$ cat config.mk
export PLATFORM = sky130hd
export DESIGN_NAME = dac_spi_serialiser
export DESIGN_NICKNAME = d
export VERILOG_FILES = /design/src/rtl/dac_pkg.sv /design/src/rtl/spi_half_period_tick.sv /design/src/rtl/dac_spi_serialiser.sv
export SDC_FILE = /design/constraint.sdc
export NUM_CORES = 1
export LEC_CHECK = 0
export ABC_AREA = 1
export CAP_MARGIN = 15
export CORE_MARGIN = 8
export CORE_UTILIZATION = 40
export CTS_CLUSTER_SIZE = 30
export DETAILED_ROUTE_END_ITERATION = 10
export GPL_TIMING_DRIVEN = 0
export HOLD_SLACK_MARGIN = 0.05
export SLEW_MARGIN = 20
export SYNTH_ARGS = -nofsm -noshare
export SYNTH_HDL_FRONTEND = slang
export SYNTH_SLANG_ARGS = --single-unit
$ cat constraint.sdc
create_clock -name i_Clock -period 2.1 [get_ports i_Clock]
set_input_delay 0.21 -clock i_Clock [delete_from_list [all_inputs] [get_ports i_Clock]]
set_output_delay 0.21 -clock i_Clock [all_outputs]
set_load 0.02 [all_outputs]
$ cat src/rtl/dac_pkg.sv
// Shared definitions for the DAC serial link and the sample-output sequencer.
//   FRAME_BITS  : bits per SPI frame (control byte + sample)
//   SAMPLE_BITS : bits per audio sample
//   CMD_LOAD_A/B: DAC control bytes that load channel A (left) / B (right)
//   spi_state_e : serialiser FSM state encoding, also exported on the debug port
package dac_pkg;

  localparam int FRAME_BITS  = 24;
  localparam int SAMPLE_BITS = 16;
  localparam int BIT_CNT_W   = 5;

  localparam logic [7:0] CMD_LOAD_A = 8'h31;
  localparam logic [7:0] CMD_LOAD_B = 8'h32;

  typedef enum logic [1:0] {
    ST_IDLE  = 2'd0,
    ST_SETUP = 2'd1,
    ST_SHIFT = 2'd2,
    ST_GAP   = 2'd3
  } spi_state_e;

endpackage

$ cat src/rtl/spi_half_period_tick.sv
// Half-period divider for the SPI serial clock.
//   i_Clock   : system clock
//   i_Reset_n : asynchronous active-low reset
//   i_Clear   : restart the divider phase (frame start)
//   i_Enable  : count while a frame is on the wire
//   o_Tick    : one-cycle pulse on the last cycle of every CLOCK_DIVIDE-cycle window
module spi_half_period_tick #(
  parameter int CLOCK_DIVIDE = 2
) (
  input  logic i_Clock,
  input  logic i_Reset_n,
  input  logic i_Clear,
  input  logic i_Enable,
  output logic o_Tick
);

  localparam int             CW   = $clog2(CLOCK_DIVIDE + 1);
  localparam logic [CW-1:0]  LAST = CW'(CLOCK_DIVIDE - 1);

  logic [CW-1:0] r_count;

  assign o_Tick = i_Enable && !i_Clear && (r_count == LAST);

  always_ff @(posedge i_Clock or negedge i_Reset_n) begin
    if (!i_Reset_n) begin
      r_count <= '0;
    end else if (i_Clear) begin
      r_count <= '0;
    end else if (i_Enable) begin
      r_count <= (r_count == LAST) ? '0 : r_count + CW'(1);
    end
  end

endmodule

$ cat src/rtl/dac_spi_serialiser.sv
// Serialises one 24-bit DAC command word (control byte + sample) onto a
// 3-wire SPI link, SPI mode 1 (SCLK idles low, MOSI changes on SCLK rise,
// DAC samples on SCLK fall).
//   i_Clock     : system clock
//   i_Reset_n   : asynchronous active-low reset
//   i_Data      : frame word, MSB first
//   i_Send      : level request, taken only while o_Ready=1
//   o_Ready     : idle, accepts i_Send this cycle
//   o_SPI_CS    : DAC SYNC, active-low
//   o_SPI_clock : SCLK
//   o_SPI_data  : MOSI
//   o_Dbg_state : current FSM state
// Handshake: a frame is accepted on any rising clock edge where o_Ready=1
// and i_Send=1; i_Data is captured on that edge only. o_Ready drops on the
// following cycle and stays low until the frame and the CS idle gap are done.
import dac_pkg::*;

module dac_spi_serialiser #(
  parameter int CLOCK_DIVIDE = 2,
  parameter int CS_IDLE      = 2
) (
  input  logic                  i_Clock,
  input  logic                  i_Reset_n,
  input  logic [FRAME_BITS-1:0] i_Data,
  input  logic                  i_Send,
  output logic                  o_Ready,
  output logic                  o_SPI_CS,
  output logic                  o_SPI_clock,
  output logic                  o_SPI_data,
  output spi_state_e            o_Dbg_state
);

  localparam int                    GW       = $clog2(CS_IDLE + 1);
  localparam logic [GW-1:0]         GAP_LAST = GW'(CS_IDLE - 1);
  localparam logic [BIT_CNT_W-1:0]  BIT_TOP  = BIT_CNT_W'(FRAME_BITS - 1);

  spi_state_e             r_state,   w_state_nxt;
  logic [FRAME_BITS-1:0]  r_shift,   w_shift_nxt;
  logic [BIT_CNT_W-1:0]   r_bit_cnt, w_bit_cnt_nxt;
  logic [GW-1:0]          r_gap_cnt, w_gap_cnt_nxt;
  logic                   r_cs,      w_cs_nxt;
  logic                   r_sclk,    w_sclk_nxt;
  logic                   r_mosi,    w_mosi_nxt;
  logic                   r_ready,   w_ready_nxt;

  logic w_accept;
  logic w_tick;

  assign w_accept = (r_state == ST_IDLE) && i_Send;

  spi_half_period_tick #(
    .CLOCK_DIVIDE(CLOCK_DIVIDE)
  ) u_tick (
    .i_Clock   (i_Clock),
    .i_Reset_n (i_Reset_n),
    .i_Clear   (w_accept),
    .i_Enable  ((r_state == ST_SETUP) || (r_state == ST_SHIFT)),
    .o_Tick    (w_tick)
  );

  always_ff @(posedge i_Clock or negedge i_Reset_n) begin
    if (!i_Reset_n) begin
      r_state   <= ST_IDLE;
      r_shift   <= '0;
      r_bit_cnt <= '0;
      r_gap_cnt <= '0;
      r_cs      <= 1'b1;
      r_sclk    <= 1'b0;
      r_mosi    <= 1'b0;
      r_ready   <= 1'b1;
    end else begin
      r_state   <= w_state_nxt;
      r_shift   <= w_shift_nxt;
      r_bit_cnt <= w_bit_cnt_nxt;
      r_gap_cnt <= w_gap_cnt_nxt;
      r_cs      <= w_cs_nxt;
      r_sclk    <= w_sclk_nxt;
      r_mosi    <= w_mosi_nxt;
      r_ready   <= w_ready_nxt;
    end
  end

  always_comb begin
    w_state_nxt   = r_state;
    w_shift_nxt   = r_shift;
    w_bit_cnt_nxt = r_bit_cnt;
    w_gap_cnt_nxt = r_gap_cnt;
    w_cs_nxt      = r_cs;
    w_sclk_nxt    = r_sclk;
    w_mosi_nxt    = r_mosi;
    w_ready_nxt   = r_ready;

    case (r_state)
      ST_IDLE: begin
        if (i_Send) begin
          w_state_nxt   = ST_SETUP;
          w_shift_nxt   = i_Data;
          w_bit_cnt_nxt = BIT_TOP;
          w_cs_nxt      = 1'b0;
          w_sclk_nxt    = 1'b0;
          w_mosi_nxt    = i_Data[FRAME_BITS-1];
          w_ready_nxt   = 1'b0;
        end
      end

      ST_SETUP: begin
        // MSB is already on MOSI, so the first rise only raises SCLK.
        if (w_tick) begin
          w_state_nxt = ST_SHIFT;
          w_sclk_nxt  = 1'b1;
        end
      end

      ST_SHIFT: begin
        if (w_tick) begin
          if (r_sclk) begin
            w_sclk_nxt = 1'b0;
          end else if (r_bit_cnt == '0) begin
            // End of the last low phase: release CS and start the idle gap.
            w_state_nxt   = ST_GAP;
            w_cs_nxt      = 1'b1;
            w_mosi_nxt    = 1'b0;
            w_gap_cnt_nxt = '0;
          end else begin
            // Next bit goes out together with the rising edge.
            w_sclk_nxt    = 1'b1;
            w_shift_nxt   = {r_shift[FRAME_BITS-2:0], 1'b0};
            w_mosi_nxt    = r_shift[FRAME_BITS-2];
            w_bit_cnt_nxt = r_bit_cnt - BIT_CNT_W'(1);
          end
        end
      end

      ST_GAP: begin
        if (r_gap_cnt == GAP_LAST) begin
          w_state_nxt = ST_IDLE;
          w_ready_nxt = 1'b1;
        end else begin
          w_gap_cnt_nxt = r_gap_cnt + GW'(1);
        end
      end

      default: begin
        w_state_nxt = ST_IDLE;
        w_cs_nxt    = 1'b1;
        w_sclk_nxt  = 1'b0;
        w_mosi_nxt  = 1'b0;
        w_ready_nxt = 1'b1;
      end
    endcase
  end

  assign o_Ready     = r_ready;
  assign o_SPI_CS    = r_cs;
  assign o_SPI_clock = r_sclk;
  assign o_SPI_data  = r_mosi;
  assign o_Dbg_state = r_state;

endmodule

======== Word level (Yosys, flattened, before mapping) ========
Cells that the tools add are included.
cells by class
  add/subtract/negate cells ............... 3
  equal/unequal tests ..................... 13
  multiplexer cells ....................... 42
  reduce and logical (&&, ||, !) cells .... 19
operator list
  operator             count
  $mux 23              4
  $pmux 23 s2          1
  $mux 2               13
  $mux 5               4
  $reduce_and 5->1     3
  $mux 1               13
  $ne 2x2->1 const B   5
  $pmux 5 s2           1
  $pmux 2 s4           1
  $reduce_and 4->1     2
  $reduce_bool 2->1    4
  $eq 2x1->1 const B   3
  $ne 2x1->1 const B   3
  $pmux 1 s2           3
  $reduce_and 6->1     1
  $logic_not 5->1      1
  $sub 5x1->5 const B  1
  $add 2x1->2 const B  2
  $eq 2x2->1 const B   2
  $pmux 2 s2           1
  $logic_and 1x1->1    3
  $pmux 1 s3           1
  $reduce_and 3->1     1
  $reduce_bool 3->1    1
  3 further kinds      3
storage, ports and cells
  register bits ........................... 38
  input bits .............................. 27
  output and inout bits ................... 6
  logic and storage cells ................. 86

======== Longest topological paths before layout ========
  depth after elaboration ................. 7
  depth in mapped cells ................... 12
  mapped depth without buffers ............ 10

======== By module ========
From an unflattened synthesis, not the netlist that was laid out.
unflattened totals
  cells, all modules ...................... 227
  area total of the unflattened synthesis .. 2197.1 µm²
by module, submodules not included
  module                times used  cells each  area each (µm²)  seq. area each (µm²)
  dac_spi_serialiser    1           216         2108.3           903.4
  spi_half_period_tick  1           11          88.8             50.0

======== Worst setup path before layout ========
Ideal clock, no wire load.
  path kind ............................... register -> register
  start point ............................. reg r_state[0], in the netlist o_Dbg_state[0]
  end point ............................... reg r_shift[10]
  setup time .............................. 0.116 ns
  arrival ................................. 1.638 ns
  required time ........................... 1.984 ns
  slack ................................... 0.346 ns
  cell stages (with the launch flop) ...... 11
  path buffers ............................ 1
  period minus slack after synthesis ...... 1.754 ns
  cell sequence ........................... dfrtp_1 -> inv_1 -> ha_1 -> nand3_2 -> nand2_2 -> nand2_4 -> nor2_4 -> nand2_4 -> buf_6 -> nand2_1 -> nand2_1
between the ends
  cells in the longest elaborated chain, start to end .. 7
  elaborated cells between the ends (all ways) .. 15
  those cells by class .................... eq/ne (6); mux (1); reduce/logical (8)
ends and longest elaborated chain
  item                            RTL line                                            source
  from (decl)                     dac_spi_serialiser.sv:37                            spi_state_e r_state, w_state_nxt;
  from (signal assigned)          dac_spi_serialiser.sv:72                            r_state <= w_state_nxt;
  $logic_not 2->1                 dac_spi_serialiser.sv:49, dac_spi_serialiser.sv:93
  $logic_and 1x1->1               dac_spi_serialiser.sv:49                            assign w_accept = (r_state == ST_IDLE) && i_Send;
  $logic_not 1->1                 spi_half_period_tick.sv:22                          assign o_Tick = i_Enable && !i_Clear && (r_count == LAST);
  $logic_and 1x1->1 (2 in a row)  spi_half_period_tick.sv:22
  $ne 2x1->1 (no line)            -
  $reduce_and 5->1 (no line)      -
  to (signal assigned)            dac_spi_serialiser.sv:73                            r_shift <= w_shift_nxt;
  to (decl)                       dac_spi_serialiser.sv:38                            logic [FRAME_BITS-1:0] r_shift, w_shift_nxt;
Several ways; a longest one is shown, not always the timed one.
A chain may end at the register's enable or synchronous reset.

======== Worst setup path in the final report ========
  start point ............................. reg r_state[1], in the netlist o_Dbg_state[1]
  end point ............................... reg r_shift[10]
Same word-level chain as after synthesis.

==> PnR_summary.wiki <==
{| class="wikitable"
! Metric !! Value
|-
| Number of fillers in the final layout || approximately 540
|-
| Wire length of the first global-routing pass || about 8 mm
|-
| Switch share || a little under half
|-
| Die Wd || 89.4 um
|-
| Result of the run || completed
|-
| Yosys reg bits || 38
|-
| Cell Int Power || roughly 2300 uW
|-
| I/O pin cnt || 33
|-
| Max capacitance violation total || 0
|-
| Slew HR || 66.1%
|-
| CP Launch Type || flop
|-
| Final hold violations || 0
|-
| Total CTS buffers || 5
|-
| Initial antenna violation count || 0
|-
| Overall Power || 4250 uW
|-
| Part of the total power dissipated in sequential elements || 30.0%
|-
| Total gr overflow || 0
|-
| Critical-path top delay cell || sky130_fd_sc_hd__dfrtp_1
|-
| Achievable frequency || 553 MHz
|-
| Syn Nets || roughly 340
|-
| DRC marker count from the first detailed-route iteration || 90
|-
| Setup violation total in the final timing report || 0
|-
| Starting Density || a little over two fifths
|-
| Class of the most critical setup path || reg2reg
|-
| Top routing layer used || met4
|-
| CTS root buf || sky130_fd_sc_hd__clkbuf_8
|-
| Net count reported at finish || ~380
|-
| Clock latency of the later-clocked register in the worst-skew pair || 0.29 ns
|-
| Portion of total power attributed to the clock network || between 10% and 20%
|-
| Count leader, synth || sky130_fd_sc_hd__nand2_1
|-
| Sequential cell area || 953 sq um
|-
| Vias per std cell || ~4.4
|-
| Number of distinct library cell variants in the gate-level netlist after synthesis || 25
|-
| Met3 Routed Length || ~120 um
|-
| Area share of the leading cell type in the synthesized netlist || 41.8%
|-
| Share of async-settable or async-resettable flops after synthesis || 100%
|-
| CP bufs+invs || 2
|-
| Vias in the first global route || about 1800
|-
| Worst-path fanout max || 10
|-
| Signed area change from the synthesized netlist to the final layout || 25.0%
|-
| Critical path required time || between 2 and 2.5 ns
|-
| Hold Crit Class || in2async
|-
| Core area || slightly above 0.005 sq mm
|-
| Standard-cell rows || 26
|-
| Routed metal-1 wire length || approximately 2.3 mm
|-
| Clock tree from TritonCTS || built
|-
| Avg Inst Size Synth || between 7 and 8 sq um
|-
| Post-Route Setup TNS || 0 ns
|-
| Synth Instances || roughly 300
|-
| Cell breakdown of the critical path || inv_1 -> ha_1 -> nand3_2 -> nand2_2 -> nand2_4 -> nor2_4 -> nand2_4 -> buf_6 -> nand2_1 -> nand2_1
|-
| Multi-input combinational cell area || ~0.0010 sq mm
|-
| GRT Total Usage || between 10% and 20%
|-
| Floorplan die height || a little under 90 um
|-
| Synth area leader || sky130_fd_sc_hd__dfrtp_1
|-
| Cell area after synthesis || 0.00216 sq mm
|-
| Leakage component of the power || about 0.0015 uW
|-
| Worst path max stage delay || approximately 0.43 ns
|-
| Via count || 1832
|-
| Post-CTS Repair Setup Buffers || 0
|-
| Cell count after placement || about 410
|-
| Clock input transition at the sequential cells of the worst setup and hold paths || 0.08 ns
|-
| Switching pwr || ~1900 uW
|-
| Max-slew violation total from the final report || 0
|-
| Setup repair after global routing missed its margin || no
|-
| Final worst path period share || roughly 86%
|-
| Logic pwr share || 55.5%
|-
| Total of warnings raised by yosys || 0
|-
| Port Buffer Count || 32
|-
| PwrDens || roughly 1600 mW/mm^2
|-
| Top cells by count, synth || sky130_fd_sc_hd__nand2_1, sky130_fd_sc_hd__dfrtp_1, sky130_fd_sc_hd__inv_1, sky130_fd_sc_hd__nor2_1, sky130_fd_sc_hd__nand3_1
|-
| Full die area || between 0.007 and 0.008 sq mm
|-
| Top_reg_cell synth || sky130_fd_sc_hd__dfrtp_1
|-
| Routed length on met2 || about 2.2 mm
|-
| DRC violation count after routing || 0
|-
| Count of antenna-violating nets left after detailed routing || 0
|-
| Count of flip-flops with a built-in enable after synthesis || 0
|-
| Capturing element type of the critical path || flop
|-
| Sum of routed wire length over all layers || 4.69 mm
|-
| Kind of cell adding the most delay to the critical path || simple AND/OR/NAND/NOR gates
|-
| Final weighted congestion of routability-driven global placement || 0.774
|-
| Worst-margin pin slew || 0.509 ns
|-
| Endpoint arrival time on the critical path || 1.98 ns
|-
| Sequential cell area fraction in the yosys report || between 40% and 50%
|-
| Fraction of final layout cells sized beyond drive strength 1 || under 10%
|-
| Post-detail-place hpwl || ~3.4 mm
|-
| Number of levels the H-tree was split into || 2
|-
| # clock sinks || 38
|-
| Final Critical Period || approximately 1.8 ns
|-
| Drt first pass iters || 4
|-
| Clock Tree Buf Depth || 2
|-
| Worst-case clock skew || between 0.006 and 0.007 ns
|-
| Average wire length per cell after detail routing || between 10 and 15 um
|-
| Ant diodes || 0
|-
| Worst IR drop on VDD || 854 uV
|-
| Ranking of synthesized cells by area || sky130_fd_sc_hd__dfrtp_1, sky130_fd_sc_hd__nand2_1, sky130_fd_sc_hd__inv_1
|-
| Maximum number of pins on one net before global-route repair || 28
|-
| Finished Layout Cells || 415
|}
==> cell type report <==
| class | count | area share [%] |
|---|---|---|
| Buffer | 10 | 3.06 |
| Clock buffer | 7 | 2.83 |
| Clock inverter | 1 | 1.11 |
| Inverter | 23 | 3.20 |
| Multi-Input combinational cell | 232 | 38.4 |
| Sequential cell | 38 | 35.4 |
| Tap cell | 70 | 3.25 |
| Timing Repair Buffer | 34 | 12.8 |
==> power groups by stage <==
stage,logic (uW),registers [uW],clock network [uW]
2_1_floorplan,1780,1300,0
3_3_place_gp,2360,1280,0
3_5_place_dp,2400,1290,0
4_1_cts,2400,1280,637
5_1_grt,2720,1320,666
6_report,2360,1280,615
==> worst paths after layout <==
check / start / end / slack (ns) / cells past startpoint
setup / recovery: o_Dbg_state[1]$_DFFE_PN0P_ / r_shift[10]$_DFFE_PN0P_ / 0.29 / 10
setup reg to reg: o_Dbg_state[1]$_DFFE_PN0P_ / r_shift[10]$_DFFE_PN0P_ / 0.29 / 10
hold reg to reg: r_shift[6]$_DFFE_PN0P_ / r_shift[6]$_DFFE_PN0P_ / 0.47 / 2
hold / removal: i_Reset_n / r_shift[5]$_DFFE_PN0P_ / 0.34 / 2
max in group asynchronous: i_Reset_n / o_SPI_CS$_DFFE_PN1P_ / 1.24 / 3
min in group i_Clock: r_shift[6]$_DFFE_PN0P_ / r_shift[6]$_DFFE_PN0P_ / 0.47 / 2
==> worst register-to-register path: stages (launching register included) <==
cell and delay, ns:
sky130_fd_sc_hd__dfrtp_1 0.43, sky130_fd_sc_hd__inv_1 0.09, sky130_fd_sc_hd__ha_1 0.37, sky130_fd_sc_hd__nand3_2 0.14, sky130_fd_sc_hd__nand2_2 0.11, sky130_fd_sc_hd__nand2_4 0.08
sky130_fd_sc_hd__nor2_4 0.11, sky130_fd_sc_hd__nand2_4 0.11, sky130_fd_sc_hd__buf_6 0.16, sky130_fd_sc_hd__nand2_1 0.06, sky130_fd_sc_hd__nand2_1 0.05
==> sequential cells by signal (all words and copies together), names as in the netlist <==
name and cells:
o_SPI_CS 1, r_shift 23, o_Ready 1, o_Dbg_state 2
r_bit_cnt 5, r_gap_cnt 2, o_SPI_data 1, o_SPI_clock 1
u_tick.r_count 2
==> cells by family after synthesis <==
logic type | share of synthesized area, %
and+or+nand+nor | 40.9
DFF | 44.2
buffers and inverters | 7.83
AOI/OAI and AO/OA | 3.19
adders and majority gates | 3.48
xor gates and xnor gates | 0.406
==> per-stage QoR <==
step,setup slack [ns],utilization [%],hold slack (ns),instance area [sq um]
after floorplan,0.346,-,-0.0856,2160
after global placement,-0.211,49.6,0.454,2560
after detailed placement,0.281,49.9,0.126,2580
after CTS,0.278,52.1,0.344,2700
after global routing,0.150,52.1,0.360,2700
final,0.293,52.1,0.340,2700
==> cell usage in the layout (no fill, tap or decap) <==
cell,instances
sky130_fd_sc_hd__dfstp_2,2
sky130_fd_sc_hd__ha_1,6
sky130_fd_sc_hd__nand4_1,2
sky130_fd_sc_hd__nand2_1,180
sky130_fd_sc_hd__nor2_2,1
sky130_fd_sc_hd__nand2_4,2
sky130_fd_sc_hd__dfrtp_1,36
sky130_fd_sc_hd__buf_12,1
sky130_fd_sc_hd__buf_8,1
sky130_fd_sc_hd__clkbuf_8,5
sky130_fd_sc_hd__nand3_1,8
sky130_fd_sc_hd__a21boi_0,1
sky130_fd_sc_hd__clkdlybuf4s50_1,31
sky130_fd_sc_hd__buf_6,4
sky130_fd_sc_hd__nor2_1,11
sky130_fd_sc_hd__bufinv_16,1
sky130_fd_sc_hd__a21oi_1,2
sky130_fd_sc_hd__inv_2,1
sky130_fd_sc_hd__nand2_2,5
sky130_fd_sc_hd__nor2_4,2
sky130_fd_sc_hd__inv_1,22
sky130_fd_sc_hd__clkbuf_1,4
sky130_fd_sc_hd__nor2_8,1
sky130_fd_sc_hd__buf_2,4
sky130_fd_sc_hd__dlygate4sd3_1,1
sky130_fd_sc_hd__o21ai_0,7
sky130_fd_sc_hd__nand3_2,1
sky130_fd_sc_hd__o211ai_1,1
sky130_fd_sc_hd__xnor2_1,1
sky130_fd_sc_hd__o21ai_2,1
==> per-layer routing <==
metal  track usage (%)  vias to the layer above
met5                 0                        -
met4              3.63                        0
met2              22.2                       19
met3              3.31                        2
met1              16.5                      819
li1                  -                      992
==> what timing repair did <==
action                    4_1_cts  5_1_grt
hold endpoints to repair       11        0
hold buffers                    1        0
gates resized for setup         0        0
Power figures use the tool's default switching activity.
==> edit 1: new RTL, same flow settings <==
Take the reset off `r_shift` and load it in a clocked block of its own.
--- a/src/rtl/dac_spi_serialiser.sv
+++ b/src/rtl/dac_spi_serialiser.sv
@@ -61,7 +61,6 @@
   always_ff @(posedge i_Clock or negedge i_Reset_n) begin
     if (!i_Reset_n) begin
       r_state   <= ST_IDLE;
-      r_shift   <= '0;
       r_bit_cnt <= '0;
       r_gap_cnt <= '0;
       r_cs      <= 1'b1;
@@ -70,7 +69,6 @@
       r_ready   <= 1'b1;
     end else begin
       r_state   <= w_state_nxt;
-      r_shift   <= w_shift_nxt;
       r_bit_cnt <= w_bit_cnt_nxt;
       r_gap_cnt <= w_gap_cnt_nxt;
       r_cs      <= w_cs_nxt;
@@ -78,6 +76,10 @@
       r_mosi    <= w_mosi_nxt;
       r_ready   <= w_ready_nxt;
     end
+  end
+
+  always_ff @(posedge i_Clock) begin
+    r_shift <= w_shift_nxt;
   end
 
   always_comb begin
Function: same outputs for any inputs over 10 cycles, from zero or initial values and one cycle with i_Reset_n low; that may be too few to reach the edited logic, so the function may still have changed.
==> edit 1 against the original RTL <==
  * Sequential cell count did not move
  * Critical endpoint is now r_shift[0]
  * Total power decreased by 6.3%
  * Synthesized area down 8.4%
  * Design area is 5.6% lower
  * Routed wire length is 17% lower
  * Cell count is 18% lower
  * Worst setup slack worse by 0.14 ns
  * Sequential power up 13%
==> edit 1: results (changes against the original RTL) <==
Critical path
  – Worst R2R End: r_shift[0]
  – Peak fanout along the critical path: 12 (+2)
  – Reg-to-reg slack, setup: 0.16 ns (-0.14 ns)
  – FF-to-FF Start: o_Dbg_state[0]
  – R2R depth: 7 (-3)
  – WP data arrival: 1.95 ns (-0.03 ns)

Routing
  – WL final: 3890 um (-17%)
  – Initial DRC count: 67 (-26%)
  – Via count: 1539 (-16%)
  – DRT Pass-1 Iters: 4 (unchanged)
  – Post-DRT Antenna Nets: 0 (unchanged)

STA
  – Endpoints failing setup: 0 (unchanged)
  – Worst Tran Pin Value: 0.693 ns (+0.184 ns)
  – Hold slack final: 0.335 ns (-0.00544 ns)

Global route
  – Overall Global Routing Usage: 11.2% (-2.1 points)
  – Number of global-route vias before repair: 1591 (-14%)
  – First-pass GRT wire length: 6730 um (-18%)

Layout
  – Fin nets: 307 (-19%)
  – Share of cells above drive strength 1: 11.3% (+2.0 points)
  – Antenna cells: 0 (unchanged)

Synth
  – Synth cell count leaders: nand2_1, edfxtp_1, inv_1
  – Number of synthesized flops with an enable pin: 23 (+23)
  – Post-Syn Nets: 264 (-21%)
  – Asr flop ratio synth: 39.5% (-61 points)
  – Yosys cell types: 24 (-4.0%)
  – Dominant synthesized flop cell: edfxtp_1

Place
  – Dpl ws: -0.206 ns (-0.487 ns)
  – Post-DP HPWL: 2690 um (-21%)
  – RePlAce Congestion: 0.789 (+1.9%)

Power and ir drop
  – Leakage power: 1.19 nW (-19%)
  – Worst vdd ir: 0.000666 V (-22%)

Floorplan
  – Row count: 25 (-3.8%)

Run status
  – Status: finished clean
## edit 1: worst max path at each step
| stage | startpoint | end |
|---|---|---|
| floorplan | o_Dbg_state[0] | r_shift[0] |
| global placement | o_Dbg_state[0] | r_shift[13] |
| detailed placement | o_Dbg_state[0] | r_shift[13] |
| CTS | o_Dbg_state[0] | r_shift[8] |
| global route | o_Dbg_state[0] | r_shift[13] |
| finish | o_Dbg_state[0] | r_shift[0] |
## edit 1: cell type report
type,instances,area [um^2]
Tap cell,67,83.8
Multi-Input combinational cell,165,798
Inverter,23,86.3
Fill cell,468,2210
Sequential cell,38,1070
Clock buffer,6,72.6
Clock inverter,2,33.8
Buffer,6,35.0
Timing Repair Buffer,35,368
## edit 1: cell families (layout without fill, tap and decap cells)
logic type,count (synthesis),in the layout,share of synthesized area [%]
AOI/OAI and AO/OA,12,12,3.73
xor gates and xnor gates,1,1,0.443
adders and majority gates,6,6,3.80
buffers and inverters,29,72,6.14
DFF,38,38,54.1
and+or+nand+nor,145,146,31.8
## edit 1: per-layer routing
layer / share of wire, % / global-route usage, %
met1: 51 / 14.4
met5: 0 / 0
met4: 1.5 / 3.76
met2: 42 / 17.4
met3: 5.1 / 3.40
## edit 1: through the flow
stage | std cells | area [um^2] | total power [W] | setup TNS [ns] | util, %
detailed placement | 330 | 2380 | 0.00320 | -5.05 | 50.1
floorplan | 231 | 1980 | 0.00272 | 0 | -
global placement | 330 | 2380 | 0.00317 | -3.95 | 50.1
global route | 342 | 2550 | 0.00434 | 0 | 53.6
CTS | 341 | 2530 | 0.00395 | 0 | 53.1
finish | 342 | 2550 | 0.00398 | 0 | 53.6
## edit 1: critical path: stages (launching register included)
cell     delay, ns
dfrtp_1       0.43
inv_1         0.09
ha_1          0.43
nand3_4       0.15
nand2_4       0.09
nand3_4       0.13
nor2_4        0.18
buf_12        0.15
## edit 1: timing repair
action,4_1_cts,5_1_grt
hold buffers,0,0
hold endpoints to repair,0,0
setup buffers,2,1
endpoints found under the setup margin,27,9
cloned,1,0
gates resized for setup,1,0
pin swaps,1,1
## edit 1: report_power, final
group          internal (W)  switching, W
Combinational      0.000750       0.00118
Sequential          0.00130      0.000151
Clock              0.000351      0.000253
==> edit 2: new RTL, config.mk and constraints unchanged <==
Without the edit above. Change the parameter `CS_IDLE` from 2 to 8.
--- a/src/rtl/dac_spi_serialiser.sv
+++ b/src/rtl/dac_spi_serialiser.sv
@@ -17,7 +17,7 @@
 
 module dac_spi_serialiser #(
   parameter int CLOCK_DIVIDE = 2,
-  parameter int CS_IDLE      = 2
+  parameter int CS_IDLE      = 8
 ) (
   input  logic                  i_Clock,
   input  logic                  i_Reset_n,
Check against the original RTL: no difference found for any inputs over 10 cycles, from zero or initial values and one cycle with i_Reset_n low; that may be too few to reach the edited logic, so the function may still have changed.
==> edit 2 against the original RTL <==
  * Design area is 7.7% higher
  * Worst setup slack worse by 0.070 ns
  * Non-clock buffer count stayed put
  * Synthesized area is 9.3% higher
  * Sequential cell count is 2 higher
  * Synthesized cell count is 5.9% higher
  * Routed wire length is 8.3% higher
  * Total power is 7.5% higher
  * Critical endpoint is now r_shift[6]
  * Largest power group unchanged
  * Highest routed layer unchanged
==> edit 2: results (changes against the original RTL) <==
CTS
  – Post-CTS resize count: 0 (unchanged)
  – Clock buffer depth: 2 (unchanged)
  – Inserted Clock Buffers: 5 (unchanged)
  – # hold bufs at CTS: 1 (unchanged)
  – Root Driver: clkbuf_8
  – Clock slew at reported path FFs: 0.08 ns (about the same)
  – Setup bufs post-CTS: 0 (unchanged)
  – H-tree depth: 2 (unchanged)
  – Clk Latency, worst-skew pair: 0.29 ns (about the same)

Routing
  – Via count: 1991 (+8.7%)
  – Wire length per cell: 11.6 um (+2.6%)
  – Metal-1 WL: 2440 um (+5.5%)
  – Metal2 WL: 2320 um (+4.3%)
  – Met3 Routed Length: 248 um (+100%)
  – DRT Pass-1 Iters: 5 (+1)
  – Post-route DRC: 0 (unchanged)
  – Top sig layer: met4
  – WL final: 5070 um (+8.3%)
  – Initial DRC count: 100 (+11%)

Critical path
  – WP data arrival: 2.06 ns (+0.08 ns)
  – CP max stage delay: 0.43 ns (about the same)
  – Critical-path top delay cell: dfrtp_1

Layout
  – Share of cells above drive strength 1: 14.0% (+4.8 points)
  – Antenna cells: 0 (unchanged)
  – Fin nets: 395 (+4.8%)
  – Layout filler cell count: 616 (+15%)
  – Area growth from synthesis to layout: 23.2%
  – Regs by FF count: r_shift (23), r_bit_cnt (5), r_gap_cnt (4)

Place
  – Port Buffers: 32 (unchanged)
  – Post-DP HPWL: 3710 um (+8.6%)
  – RePlAce Congestion: 0.795 (+2.7%)
  – Placed Area: 0.00279 mm^2 (+8.0%)
  – Placed Cells: 429 (+5.7%)
  – Dpl ws: 0.234 ns (-0.0475 ns)

Synth
  – Synth Warn #: 0 (unchanged)
  – Synth Instances: 321 (+5.9%)
  – Post-Syn Nets: 354 (+5.4%)
  – Asr flop ratio synth: 100% (unchanged)
  – Area contributors post-synth: dfrtp_1, nand2_1, nand2_2, inv_1, ha_1
  – Sequential area share after synthesis: 42.6% (-1.6 points)
  – Yosys cell types: 25 (unchanged)
  – Dominant synthesized flop cell: dfrtp_1
  – Synth cell count leaders: nand2_1, dfrtp_1, nand2_2

Power and ir drop
  – Worst vdd ir: 0.000786 V (-8.0%)
  – Leakage power: 1.55 nW (+6.4%)
  – P_int: 0.00247 W (+5.8%)

STA
  – Worst Tran Pin Value: 0.521 ns (+0.0120 ns)
  – Final Max Tran Viols: 0 (unchanged)
  – Clk_skew: 0.0114 ns (+0.00483 ns)
  – Fin crit share: 89.4% (+3.3 points)

Hold path
  – Hold WC Path Type: in2async

Global route
  – Met1 Track Usage GR: 16.2% (-0.30 points)
  – First-pass GRT wire length: 8890 um (+7.8%)
  – Met2 usage: 20.2% (-2.0 points)
  – Largest net degree at the start of global routing: 25 (-11%)
  – Met3 Usage GRT: 3.48% (+0.17 points)
  – Overall Global Routing Usage: 12.7% (-0.53 points)

Run status
  – Status: finished clean
==> edit 2: cell types whose count changed after synthesis, moves of 2 or more <==
cell and change:
nand2_2 +17, buf_12 +2, dfrtp_1 +2, nand2_1 -7, nor2_1 +2, o21ai_0 +2
==> edit 2: power groups by stage <==
stage               sequential [W]  clock, W  combinational, W
finish                     0.00133  0.000632           0.00261
floorplan                  0.00135         0           0.00200
CTS                        0.00133  0.000657           0.00266
global placement           0.00133         0           0.00262
detailed placement         0.00134         0           0.00266
global route               0.00137  0.000679           0.00298
==> edit 2: kinds of logic (layout without fill, tap and decap cells) <==
kind of cell / count (synthesis) / count (layout) / synth area share (%)
AO/OA/AOI/OAI: 12 / 12 / 2.65
XOR/XNOR: 2 / 2 / 0.743
adder cells (fa/ha/maj): 6 / 6 / 3.18
buffers and inverters: 32 / 74 / 7.70
flip-flops: 40 / 40 / 42.6
AND/OR/NAND/NOR: 229 / 229 / 43.2
==> edit 2: path summary, 6_finish.rpt <==
check                                from             end  slack, ns  depth (start not counted)
min                             i_Reset_n  o_Dbg_state[0]       0.38                          2
max reg2reg                o_Dbg_state[0]      r_shift[6]       0.22                         10
max in group asynchronous       i_Reset_n        o_SPI_CS       1.19                          3
min reg2reg                   r_shift[15]     r_shift[15]       0.47                          2
max                        o_Dbg_state[0]      r_shift[6]       0.22                         10
min in group i_Clock          r_shift[15]     r_shift[15]       0.47                          2
==> edit 2: final cells by class <==
type / count / area share (%)
multi-input combinational: 249 / 40.4
sequential: 40 / 34.6
timing repair buffer: 34 / 11.9
buffer: 10 / 3.32
tap: 75 / 3.23
inverter: 22 / 2.93
clock buffer: 6 / 2.50
clock inverter: 2 / 1.21
